==> config.mk <==
export PLATFORM = sky130hd
export DESIGN_NAME = if_fetch_flat
export DESIGN_NICKNAME = d
export VERILOG_FILES = /design/src/rtl/if_fetch_if.sv /design/src/rtl/if_fetch.sv /design/src/flat_wrapper.sv
export SDC_FILE = /design/constraint.sdc
export NUM_CORES = 1
export LEC_CHECK = 0
export ABC_AREA = 1
export CORE_ASPECT_RATIO = 1.1
export CORE_MARGIN = 1.5
export CORE_UTILIZATION = 25
export DETAILED_ROUTE_END_ITERATION = 6
export GPL_ROUTABILITY_DRIVEN = 1
export PLACE_DENSITY = 0.56
export SYNTH_ARGS = -nofsm -noshare
export SYNTH_HDL_FRONTEND = slang
export SYNTH_SLANG_ARGS = --single-unit
==> constraint.sdc <==
create_clock -name clk -period 2.1 [get_ports clk]
set_clock_uncertainty 0.15 [all_clocks]
set_input_delay 0.42 -clock clk [delete_from_list [all_inputs] [get_ports clk]]
set_output_delay 0.42 -clock clk [all_outputs]
set_load 0.01 [all_outputs]
==> src/rtl/if_fetch_if.sv <==
// Byte-wide instruction memory bus between if_fetch (master) and memory (slave).
interface if_fetch_if;
  logic        mem_req_o;
  logic [31:0] mem_a_o;
  logic [7:0]  mem_din_i;
  logic        mem_ready_i;

  modport master (output mem_req_o, mem_a_o, input mem_din_i, mem_ready_i);
  modport slave  (input mem_req_o, mem_a_o, output mem_din_i, mem_ready_i);
endinterface

==> src/rtl/if_fetch.sv <==
// Instruction fetch: assembles 32-bit words from a byte-wide memory and presents them to decode.
// Optional macro IF_ICACHE_EN adds a 16-entry direct-mapped instruction cache.
module if_fetch #(
  parameter logic [31:0] RESET_PC = 32'h0000_0000
) (
  input  logic             clk,
  input  logic             rst_n,
  input  logic             stall_i,
  input  logic             branch_flag_i,
  input  logic [31:0]      branch_address_i,
  if_fetch_if.master       mem,
  output logic [31:0]      pc_o,
  output logic [31:0]      inst_o,
  output logic             inst_valid_o
);

  typedef enum logic {S_FETCH, S_VALID} state_t;

  state_t      r_state;
  logic [31:0] r_pc;
  logic [1:0]  r_cnt;
  logic [31:0] r_inst;
  logic        r_valid;

  logic        w_hit;
  logic [31:0] w_cache_word;
  logic        w_req;
  logic        w_unused_bits;

  assign w_unused_bits = ^branch_address_i[1:0];

`ifdef IF_ICACHE_EN
  logic [15:0] r_cval;
  logic [25:0] r_ctag  [16];
  logic [31:0] r_cdata [16];
  logic [3:0]  w_idx;
  logic        w_fill;

  assign w_idx        = r_pc[5:2];
  assign w_hit        = (r_state == S_FETCH) && (r_cnt == 2'd0) && r_cval[w_idx] &&
                        (r_ctag[w_idx] == r_pc[31:6]);
  assign w_cache_word = r_cdata[w_idx];
  // A redirect in the same cycle as the last byte abandons the fill, so nothing is written.
  assign w_fill       = w_req && mem.mem_ready_i && (r_cnt == 2'd3) && !branch_flag_i;

  always_ff @(posedge clk or negedge rst_n) begin
    if (!rst_n) begin
      r_cval <= '0;
    end else if (w_fill) begin
      r_cval[w_idx] <= 1'b1;
    end
  end

  always_ff @(posedge clk) begin
    if (w_fill) begin
      r_ctag[w_idx]  <= r_pc[31:6];
      r_cdata[w_idx] <= {mem.mem_din_i, r_inst[23:0]};
    end
  end
`else
  assign w_hit        = 1'b0;
  assign w_cache_word = '0;
`endif

  // Request is gated by rst_n so it drops the moment reset asserts.
  assign w_req           = rst_n && (r_state == S_FETCH) && !w_hit;
  assign mem.mem_req_o   = w_req;
  assign mem.mem_a_o     = w_req ? (r_pc + {30'd0, r_cnt}) : '0;

  assign pc_o         = r_pc;
  assign inst_o       = r_inst;
  assign inst_valid_o = r_valid;

  always_ff @(posedge clk or negedge rst_n) begin
    if (!rst_n) begin
      r_state <= S_FETCH;
      r_pc    <= RESET_PC;
      r_cnt   <= '0;
      r_inst  <= '0;
      r_valid <= 1'b0;
    end else if (branch_flag_i) begin
      r_state <= S_FETCH;
      r_pc    <= {branch_address_i[31:2], 2'b00};
      r_cnt   <= '0;
      r_valid <= 1'b0;
    end else begin
      case (r_state)
        S_FETCH: begin
          if (w_hit) begin
            r_inst  <= w_cache_word;
            r_state <= S_VALID;
            r_valid <= 1'b1;
          end else if (mem.mem_ready_i) begin
            r_inst[{r_cnt, 3'b000} +: 8] <= mem.mem_din_i;
            if (r_cnt == 2'd3) begin
              r_cnt   <= '0;
              r_state <= S_VALID;
              r_valid <= 1'b1;
            end else begin
              r_cnt <= r_cnt + 2'd1;
            end
          end
        end
        S_VALID: begin
          if (!stall_i) begin
            r_pc    <= r_pc + 32'd4;
            r_state <= S_FETCH;
            r_valid <= 1'b0;
          end
        end
        default: r_state <= S_FETCH;
      endcase
    end
  end

endmodule

==> src/flat_wrapper.sv <==
// flat-port wrapper written by rule: the top's interface ports become plain ports
module if_fetch_flat 
#(
  parameter logic [31:0] RESET_PC = 32'h0000_0000
)
  (clk, rst_n, stall_i, branch_flag_i, branch_address_i, pc_o, inst_o, inst_valid_o, mem_mem_req_o, mem_mem_a_o, mem_mem_din_i, mem_mem_ready_i);
  if_fetch_if mem_i ();
  input  logic clk;
  input  logic rst_n;
  input  logic stall_i;
  input  logic branch_flag_i;
  input  logic [31:0] branch_address_i;
  output logic [31:0] pc_o;
  output logic [31:0] inst_o;
  output logic inst_valid_o;
  output wire logic [$bits(mem_i.mem_req_o)-1:0] mem_mem_req_o;
  output wire logic [$bits(mem_i.mem_a_o)-1:0] mem_mem_a_o;
  input wire logic [$bits(mem_i.mem_din_i)-1:0] mem_mem_din_i;
  input wire logic [$bits(mem_i.mem_ready_i)-1:0] mem_mem_ready_i;
  assign mem_mem_req_o = mem_i.mem_req_o;
  assign mem_mem_a_o = mem_i.mem_a_o;
  assign mem_i.mem_din_i = mem_mem_din_i;
  assign mem_i.mem_ready_i = mem_mem_ready_i;
  if_fetch #(.RESET_PC(RESET_PC)) u_core (.clk(clk), .rst_n(rst_n), .stall_i(stall_i), .branch_flag_i(branch_flag_i), .branch_address_i(branch_address_i), .mem(mem_i), .pc_o(pc_o), .inst_o(inst_o), .inst_valid_o(inst_valid_o));
endmodule
Yosys cells after proc, flatten, opt, wreduce, memory -nomap -nowiden --
Index checks and enable logic that the tools add are counted.
Word-level totals: register bits after elaboration 68, latch bits 0, memory bits (writable) 0, ROM bits 0, bits of input ports 45, output and inout port bits 98, word-level logic and storage cells 45, memories kept 0
Operators by class: add/sub/neg operators 4, multipliers 0, div/mod/pow operators 0, $lt $le $gt $ge 0, equal/unequal tests 6, shift operators 2, muxes and demuxes 19, bitwise logic cells 2, reductions and logical operators 7
Operator list (number):
- 32-bit 2-to-1 mux | 4
- 32-bit by 2-bit adder with 32-bit output | 1
- 32-bit by 3-bit adder with 32-bit output, second input constant | 1
- 32-bit bitwise mux | 1
- 8-bit by 7-bit variable shift with 32-bit output, first input constant | 1
- 8-bit by 7-bit indexed part select with 32-bit output | 1
- 3-bit != test, second input constant | 3
- 1-bit 2-to-1 mux | 8
- 2-bit 2-to-1 mux | 4
- 5-bit negation with 7-bit output | 1
- 3-bit AND reduction | 2
- 1-bit one-hot mux with 2 select lines | 2
- 2-bit AND reduction | 2
- 2-bit nonzero test | 2
- 2-bit by 1-bit adder with 2-bit output, second input constant | 1
- 2-bit == test, second input constant | 1
- 2-bit by 1-bit != test with 1-bit output, second input constant | 1
- 2-bit != test, second input constant | 1
- 1-bit NOT | 2
- 1-bit logical AND | 1

Depth between registers and ports, before layout --
Gate-level depths: netlist of the first run.
word-level depth 5, mapped depth 10, mapped depth without buffers 10

Worst setup path before layout of the first run --
OpenSTA, ideal clock, no wires.
path kind register -> register, start point register u_core.r_cnt[0], end point register u_core.r_inst[15] (netlist: u_core.inst_o[15]), setup time 83 ps, arrival time 1788 ps, data required time 1867 ps, setup slack 80 ps, stages on the path, launching flop included 9, path buffers 2, period minus slack after synthesis 2020 ps, cell sequence dfrtp_1 inv_1 clkbuf_1 ha_1 buf_2 inv_1 nor2_2 nand3_1 o21ai_0
On the way: longest elaborated chain between the ends 3, elaborated cells between the ends (all ways) 4, those cells by class add/sub (1); shift (2); mux (1)
Ends and longest elaborated chain:
- start: declaration | line if_fetch.sv:21 | logic [1:0] r_cnt;
- start signal: assignment | line if_fetch.sv:100 | r_cnt <= r_cnt + 2'd1;
- 5-bit negation with 7-bit output (*) | line if_fetch.sv:94 | r_inst[{r_cnt, 3'b000} +: 8] <= mem.mem_din_i;
- 8-bit by 7-bit indexed part select with 32-bit output or 8-bit by 7-bit variable shift with 32-bit output (tied branches) | line if_fetch.sv:94
- 32-bit bitwise mux (*) | line if_fetch.sv:94
- end signal: assignment | line if_fetch.sv:90 | r_inst <= w_cache_word;
- end signal: indexed assignment | line if_fetch.sv:94
- end: declaration | line if_fetch.sv:22 | logic [31:0] r_inst;
Mark *: on every way between the ends. The rest lies on a longest branch, timed or not. A chain may end at the register's enable or synchronous reset.

Final worst setup path of the first run --
start point register u_core.r_state, end point output mem_mem_a_o[3]
On the way: longest elaborated chain between the ends 3
Ends and longest elaborated chain:
- start: declaration | line if_fetch.sv:19 | state_t r_state;
- start signal: assignment | line if_fetch.sv:76 | r_state <= S_FETCH;
- start signal: assignment | line if_fetch.sv:82 | r_state <= S_FETCH;
- start signal: assignment | line if_fetch.sv:91 | r_state <= S_VALID;
- 1-bit NOT | line if_fetch.sv:66 | assign w_req = rst_n && (r_state == S_FETCH) && !w_hit;
- 1-bit logical AND | line if_fetch.sv:66
- 32-bit 2-to-1 mux | line if_fetch.sv:68 | assign mem.mem_a_o = w_req ? (r_pc + {30'd0, r_cnt}) : '0;
- end: declaration | line flat_wrapper.sv:17 | output wire logic [$bits(mem_i.mem_a_o)-1:0] mem_mem_a_o;
Every way passes these cells.

==> results of run 1 <==
==> power by group through the flow <==
stage	registers (mW)	logic [mW]	clock network, mW
floorplan	1.62	0.569	0
finish	1.57	1.29	1.67
detailed placement	1.59	1.34	0
CTS	1.57	1.30	1.72
global placement	1.58	1.34	0
global route	1.59	1.43	1.76
==> area by class of cell <==
cell class | count | area [sq um]
clock buffer | 10 | 239
clock inverter | 6 | 90.1
fill | 1703 | 10100
inverter | 56 | 218
multi-input combinational | 456 | 2180
sequential | 66 | 1650
tap | 204 | 255
timing repair buffer | 165 | 1610
==> routing by layer <==
layer	track usage, %	wire length (microns)	up-vias
li1	-	-	2208
met1	19.4	6000	1919
met2	26.9	6460	151
met3	5.90	1130	20
met4	5.44	292	2
met5	0	16	-
==> cells in the mapped netlist <==
master / instances / area, sq um
nand2_1: 182 / 683
nor2_1: 90 / 338
dfrtp_1: 66 / 1650
inv_1: 54 / 203
o21ai_0: 52 / 260
nand3_1: 45 / 225
nor2_2: 12 / 75.1
a21oi_1: 11 / 55.1
buf_2: 10 / 50.1
nand4_1: 10 / 62.6
clkbuf_1: 8 / 30.0
nand2_2: 8 / 50.1
nor2_4: 8 / 90.1
o22ai_1: 8 / 50.1
ha_1: 7 / 87.6
nand2_4: 4 / 45.0
o21ai_1: 4 / 20.0
a22oi_1: 3 / 22.5
buf_4: 3 / 22.5
buf_6: 3 / 33.8
nor2_8: 2 / 40.0
nor3_1: 2 / 10.0
a21oi_4: 1 / 16.3
a31oi_1: 1 / 6.26
and2_1: 1 / 6.26
conb_1: 1 / 3.75
inv_2: 1 / 3.75
inv_8: 1 / 11.3
o31ai_1: 1 / 7.51
or2_0: 1 / 6.26
xor2_1: 1 / 8.76
==> critical path, delay by kind of cell (launching register included) <==
kind,cells,cell delay [ps]
buf+inv,3,550
flops,1,380
simple gates,2,150
==> state kept, by name, indices dropped and copies added (netlist names) <==
| name | count |
|---|---|
| u_core.inst_valid_o | 1 |
| u_core.r_cnt | 2 |
| u_core.inst_o | 32 |
| u_core.r_state | 1 |
| u_core.pc_o | 30 |
==> how the worst max path moves through the flow <==
stage,from,slack [ps],to
global route,u_core.r_state,7,mem_mem_a_o[12]
floorplan,u_core.r_cnt[0],80,u_core.inst_o[15]
detailed placement,rst_n,30,mem_mem_a_o[22]
finish,u_core.r_state,100,mem_mem_a_o[3]
CTS,u_core.r_state,20,mem_mem_a_o[0]
global placement,rst_n,60,mem_mem_a_o[1]
==> per-stage QoR <==
step	instance area, sq um	utilization [%]
2_1_floorplan	4180	-
3_3_place_gp	5940	36.3
3_5_place_dp	5940	36.3
4_1_cts	6230	38.1
5_1_grt	6240	38.1
6_report	6240	38.1
==> kinds of logic after synthesis <==
group	Yosys count	synth area share (%)
other	1	0.0898
AO/OA/AOI/OAI	81	10.5
XOR/XNOR	1	0.210
AND/OR/NAND/NOR	365	39.1
flip-flops	66	39.6
adder cells (fa/ha/maj)	7	2.10
buffers and inverters	80	8.48
==> repair_timing <==
| action | in CTS | in global routing |
|---|---|---|
| setup endpoints to repair | 33 | 25 |
| resized for setup | 36 | 12 |
| pin swaps | 0 | 0 |
| setup buffers | 0 | 0 |
==> results summary, run 1 <==
The power per cell area came out at 726 mW/mm^2. The cts-stage hold buffer count came out at 0. The final number of hold-violating endpoints came out at 0. The placeable core area is 0.0164 sq mm. The layout overhead on the synthesized area is 49.4%.

The clock drives 66 sinks. The peak supply drop is 0.459 mV. At the end of routability-driven placement, the weighted congestion stood at 0.806.

The non-filler instance count after layout is 963. The share of the yosys chip area belonging to registers came out at 39.6%. The highest attainable clock frequency came out at 501 MHz.

The worst setup path is launched from a register. The number of antenna diodes in the final layout is 0. The number of buffers on the longest clock path is 2. Entering global routing, the biggest net connects 67 pins.

The CTS tree is done. The residual overflow from global routing came out at 0. The number of buffers inserted by port buffering came out at 138. At the pin with the least slew margin, the transition time is 865 ps. The DRC violations left is 0. The count of vias placed by the detailed router is 4,300. The sequential share of power is 34.7%. From left edge to right edge, the die measures 126 microns. The half-perimeter wire length after placement came out at 10,400 microns.

At the placement stage, the worst setup path has a slack of 32.4 ps. The smallest hold slack came out at 170 ps. The largest stage delay on the critical path came out at 380 ps. The slowest stage of the critical path is the dfrtp_1 cell. The number of nets with antenna violations after routing is 0.

The post-synthesis average cell area is 6.95 sq um. The total negative slack came out at 0 ps. After detailed routing, the average wire length per cell comes to 14.4 microns. The die covers 0.0175 sq mm.

The worst setup path is captured at an output port. Using the TritonRoute via totals, the vias-per-cell ratio works out to 4.47. The distinct cell type count after synthesis is 31.

Setup repair after global routing left no endpoint under its margin. For flop-to-flop paths, the worst setup slack is 230 ps. From bottom edge to top edge, the die measures 139 microns. The effective utilization at floorplan is 25.5%. The destination of the worst register-to-register timing path is u_core.pc_o[20]. Clock-pin slew was measured on the worst setup and hold paths at 60 ps. The number of detailed-route iterations in the first pass came out at 7.

The most common cell after layout, fill and taps aside is nand2_1. Internal power comes to 3.08 mW. The area of the mapped netlist came out at 0.00418 sq mm. The proportion of layout cells with a drive suffix above 1 came out at 11.3%. The worst setup margin came out at 103 ps. Buffers inserted during clock tree synthesis total 9. The switching component of the power came out at 1.45 mW. In this run the worst hold path is classified as in2async.

The startpoint of the lowest-slack register-to-register path is u_core.pc_o[3]. The combinational fraction of design power is 28.5%. The count of endpoints failing setup in the final report came out at 0. The total number of yosys warnings came out at 0. The kind of critical path is reg2out. The global router's overall resource usage came out at 16.2%. The clock period could shrink to 2000 ps. The relative slew slack came out at 42.3%. The final period utilization is 95.1%.

The number of cells produced by synthesis is 601. The depth of the most critical reg-to-reg path came out at 10. Of all nets on the critical path, the largest fanout is 13. The proportion of power drawn by the clock network is 36.9%.

Walking the worst path, the cells encountered are inv_2, nand2_2, buf_4, nor2_1, dlygate4sd2_1. The count of pins over their slew limit is 0. The net count of the finished layout is 806. For this design the top-level I/O count stands at 143. The number of instances in the placed design came out at 947.

The data required time of the critical path came out at 1530 ps. The reported max-cap violation count is 0. The total chip power is 4.53 mW. The first-iteration detailed-routing DRC count came out at 180.

The flow ran to the end, and the final reports show no timing, DRC or antenna violations. The synthesized design contains 66 register bits. STA puts the critical path data arrival time at 1430 ps. The total wire length came out at 13,900 microns.

The global-route wire length before repair is 22,300 microns. The initial antenna violation count came out at 1. The tree is rooted in a clkbuf_16. The via count of the first global-routing pass is 4,205. The switching portion of total power came out at 32.1%.

The cell leakage power came out at 2.95 nW. In the layout the commonest cells are 181 x nand2_1, 104 x clkdlybuf4s50_1, 90 x nor2_1. The number of placement rows came out at 49.

The clock insertion delay at the later pin of the skew report came out at 340 ps. The CTS H-tree depth came out at 3.
(Power assumes the default switching activity.)
==> inputs of run 2 (changes only) <==
Settings changed: CORE_UTILIZATION 25 to 42, PLACE_DENSITY 0.56 to 0.83, SLEW_MARGIN set to 20.
==> run 2 against run 1 <==
Global-route usage grew 9.0 points. Final area shrank 6.2%. Final cell count shrank 10%. Combinational power shrank 4%. Sequential share of layout area grew 1.7 points. Flip-flop and latch count is the same. Critical endpoint is now mem_mem_a_o[20]. Largest power group is now sequential cells. Highest routed layer is now met4.
==> results summary, run 2 (same netlist as run 1, synthesis figures left out) <==
The flow ran to the end, and the final reports show no timing, DRC or antenna violations. The initial utilization of the core area, before any placement, comes to 44.0%. 143 I/O pins were placed.

The cell sitting at the root of the clock tree is a clkbuf_8. The kind of critical path is reg2out. The sequential share of power is 40.5%. The analysis attributes to net switching a power of 1.37 mW.

The initial antenna violation count came to 0. The count of vias placed by the detailed router is 4,575. The smallest hold slack came out at 121 ps. The first-iteration detailed-routing DRC count is 273. Clock-pin slew was measured on the worst setup and hold paths at 80 ps. The number of setup buffers added after CTS came out at 0. The power per cell area is 668 mW/mm^2. The highest fanout seen on the critical path is 33. The die boundary height is 108 microns.

The worst path arrival time came out at 1470 ps. The switching portion of total power came out at 35.0%. The clock insertion delay at the later pin of the skew report came out at 340 ps. The placeable core area came out at 0.00949 sq mm. In the final layout, the share of cells above drive strength 1 is 11.7%. In the final routed layout, each cell accounts on average for 15.0 microns. Combinational cells account for 31.8% of the total power. The total wire length came out at 12,900 microns. The internal power component is 2.54 mW. In the layout the commonest cells are 182 x nand2_1, 104 x clkdlybuf4s50_1, 88 x nor2_1. The number of buffers on the longest clock path is 2. The CTS H-tree depth came out at 3.

The reported max-cap violation count is 0. The number of buffers inserted by port buffering came out at 138. For this run, design rule violations remaining after detail routing come to 0.

The vias per cell is 5.30. TritonCTS built the clock tree. The number of placement rows is 37. The die boundary width came out at 98.1 microns.

The worst setup path is captured at an output port. The number of filler cells placed in the layout came out at 862. The highest attainable clock frequency came out at 491 MHz. The data required time of the critical path came out at 1530 ps. The count of endpoints failing setup in the final report is 0. The layout overhead on the synthesized area is 40.1%. The transition time at the pin with the least slew margin is 869 ps. The count of pins over their slew limit was 0. VDD sags by at most 0.410 mV. The final instance area is 0.00585 sq mm.

The final period utilization is 97.0%. The global-route wire length before repair came out at 21,600 microns. Leaving out fill and tap cells, the most frequent cell in the layout is nand2_1.

The number of nets at the end of the flow is 794. Summed over all cells, the static leakage comes to 2.78 nW. The number of antenna diodes in the final layout is 0.

Measured against its own limit, the worst slew margin works out to 42.1%. The via count of the first global-routing pass came out at 4,537. The register with the most flip-flops in the layout has 32 of them. The final number of hold-violating endpoints came out at 0. The routability congestion estimate is 0.925.

The path category of the worst min-delay check is in2async. The maximum number of pins on one net before global-route repair is 67. The proportion of power drawn by the clock network is 27.8%. The global router's overall resource usage came out at 25.2%. The clock net sink count came out at 66. The number of buffers created by CTS came out at 9. The number of detailed-route iterations in the first pass came out at 4.

The residual overflow from global routing came out at 0. The half-perimeter wire length after placement is 9610 microns. The number of nets with antenna violations after routing is 0. The die area came out at 0.0105 sq mm. The startpoint type of the worst setup path is a register. After layout, the minimum clock period comes to 2040 ps. Once placement finished, the instance area stood at 0.00573 sq mm.
-- run 2: changes by cell type in the layout (fill, tap and decap cells not counted), sizes merged --
| cell | delta |
|---|---|
| buf | -12 |
| bufinv | -1 |
| clkbuf | +13 |
| clkdlybuf4s15 | +6 |
| clkinv | -1 |
| clkinvlp | +1 |
| dlygate4sd2 | -19 |
-- run 2: what timing repair did --
item,in CTS,in global routing
hold buffers,0,0
pin swaps,0,0
setup endpoints to repair,33,34
gates resized for setup,37,44
-- run 2: worst max-delay path: stages, from the launching register on --
cell	delay (ps)
dfrtp_1	400
inv_2	90
nand2_1	90
buf_12	180
nor2_2	120
clkdlybuf4s15_2	240
-- run 2: power by group through the flow --
| stage | clock, mW | sequential [mW] | combinational (mW) |
|---|---|---|---|
| 2_1_floorplan | 0 | 1.62 | 0.569 |
| 3_3_place_gp | 0 | 1.59 | 1.25 |
| 3_5_place_dp | 0 | 1.60 | 1.28 |
| 4_1_cts | 1.10 | 1.58 | 1.24 |
| 5_1_grt | 1.17 | 1.60 | 1.36 |
| 6_report | 1.09 | 1.58 | 1.24 |
-- run 2: worst paths after layout --
path / to / slack (ps) / cells after the start / startpoint
setup / recovery: mem_mem_a_o[20] / 60 / 5 / u_core.r_state
hold / removal: u_core.pc_o[17] / 120 / 2 / rst_n
setup reg to reg: u_core.inst_o[20] / 190 / 7 / u_core.r_cnt[0]
hold reg to reg: u_core.inst_o[12] / 340 / 2 / u_core.inst_o[12]
max in group asynchronous: u_core.pc_o[5] / 1090 / 2 / rst_n
min in group clk: u_core.inst_o[12] / 340 / 2 / u_core.inst_o[12]
-- run 2: per-layer routing --
layer | vias up | GRT usage, % | share of wire (%)
met5 | - | 0 | 0
met3 | 30 | 5.71 | 7.1
met4 | 0 | 9.29 | 2.1
met2 | 188 | 43.8 | 51
li1 | 2188 | - | -
met1 | 2169 | 30.3 | 40
-- run 2: final cells by class --
cell class | instances | area (sq um) | area share, %
Clock inverter | 5 | 55.1 | 0.941
Inverter | 56 | 218 | 3.72
Tap cell | 117 | 146 | 2.50
Clock buffer | 10 | 138 | 2.35
Sequential cell | 66 | 1650 | 28.2
Timing Repair Buffer | 153 | 1460 | 24.9
Multi-Input combinational cell | 456 | 2180 | 37.3
-- run 2: stage by stage --
stage | power (mW) | util, % | cells | setup TNS (ps) | worst slack (ps)
2_1_floorplan | 2.19 | - | 602 | 0 | 79.6
3_3_place_gp | 2.84 | 60.4 | 848 | 0 | 63.7
3_5_place_dp | 2.88 | 60.4 | 848 | -21.2 | -14.1
4_1_cts | 3.92 | 62.0 | 863 | 0 | 1.31
5_1_grt | 4.13 | 61.6 | 863 | -8.37 | -8.19
6_report | 3.91 | 61.6 | 863 | 0 | 63.6
==> inputs of run 3 (changes only) <==
Settings changed: CAP_MARGIN set to 0.
==> results of run 3 <==
Same layout as run 2: the final DEF is identical, and so are final timing and power.
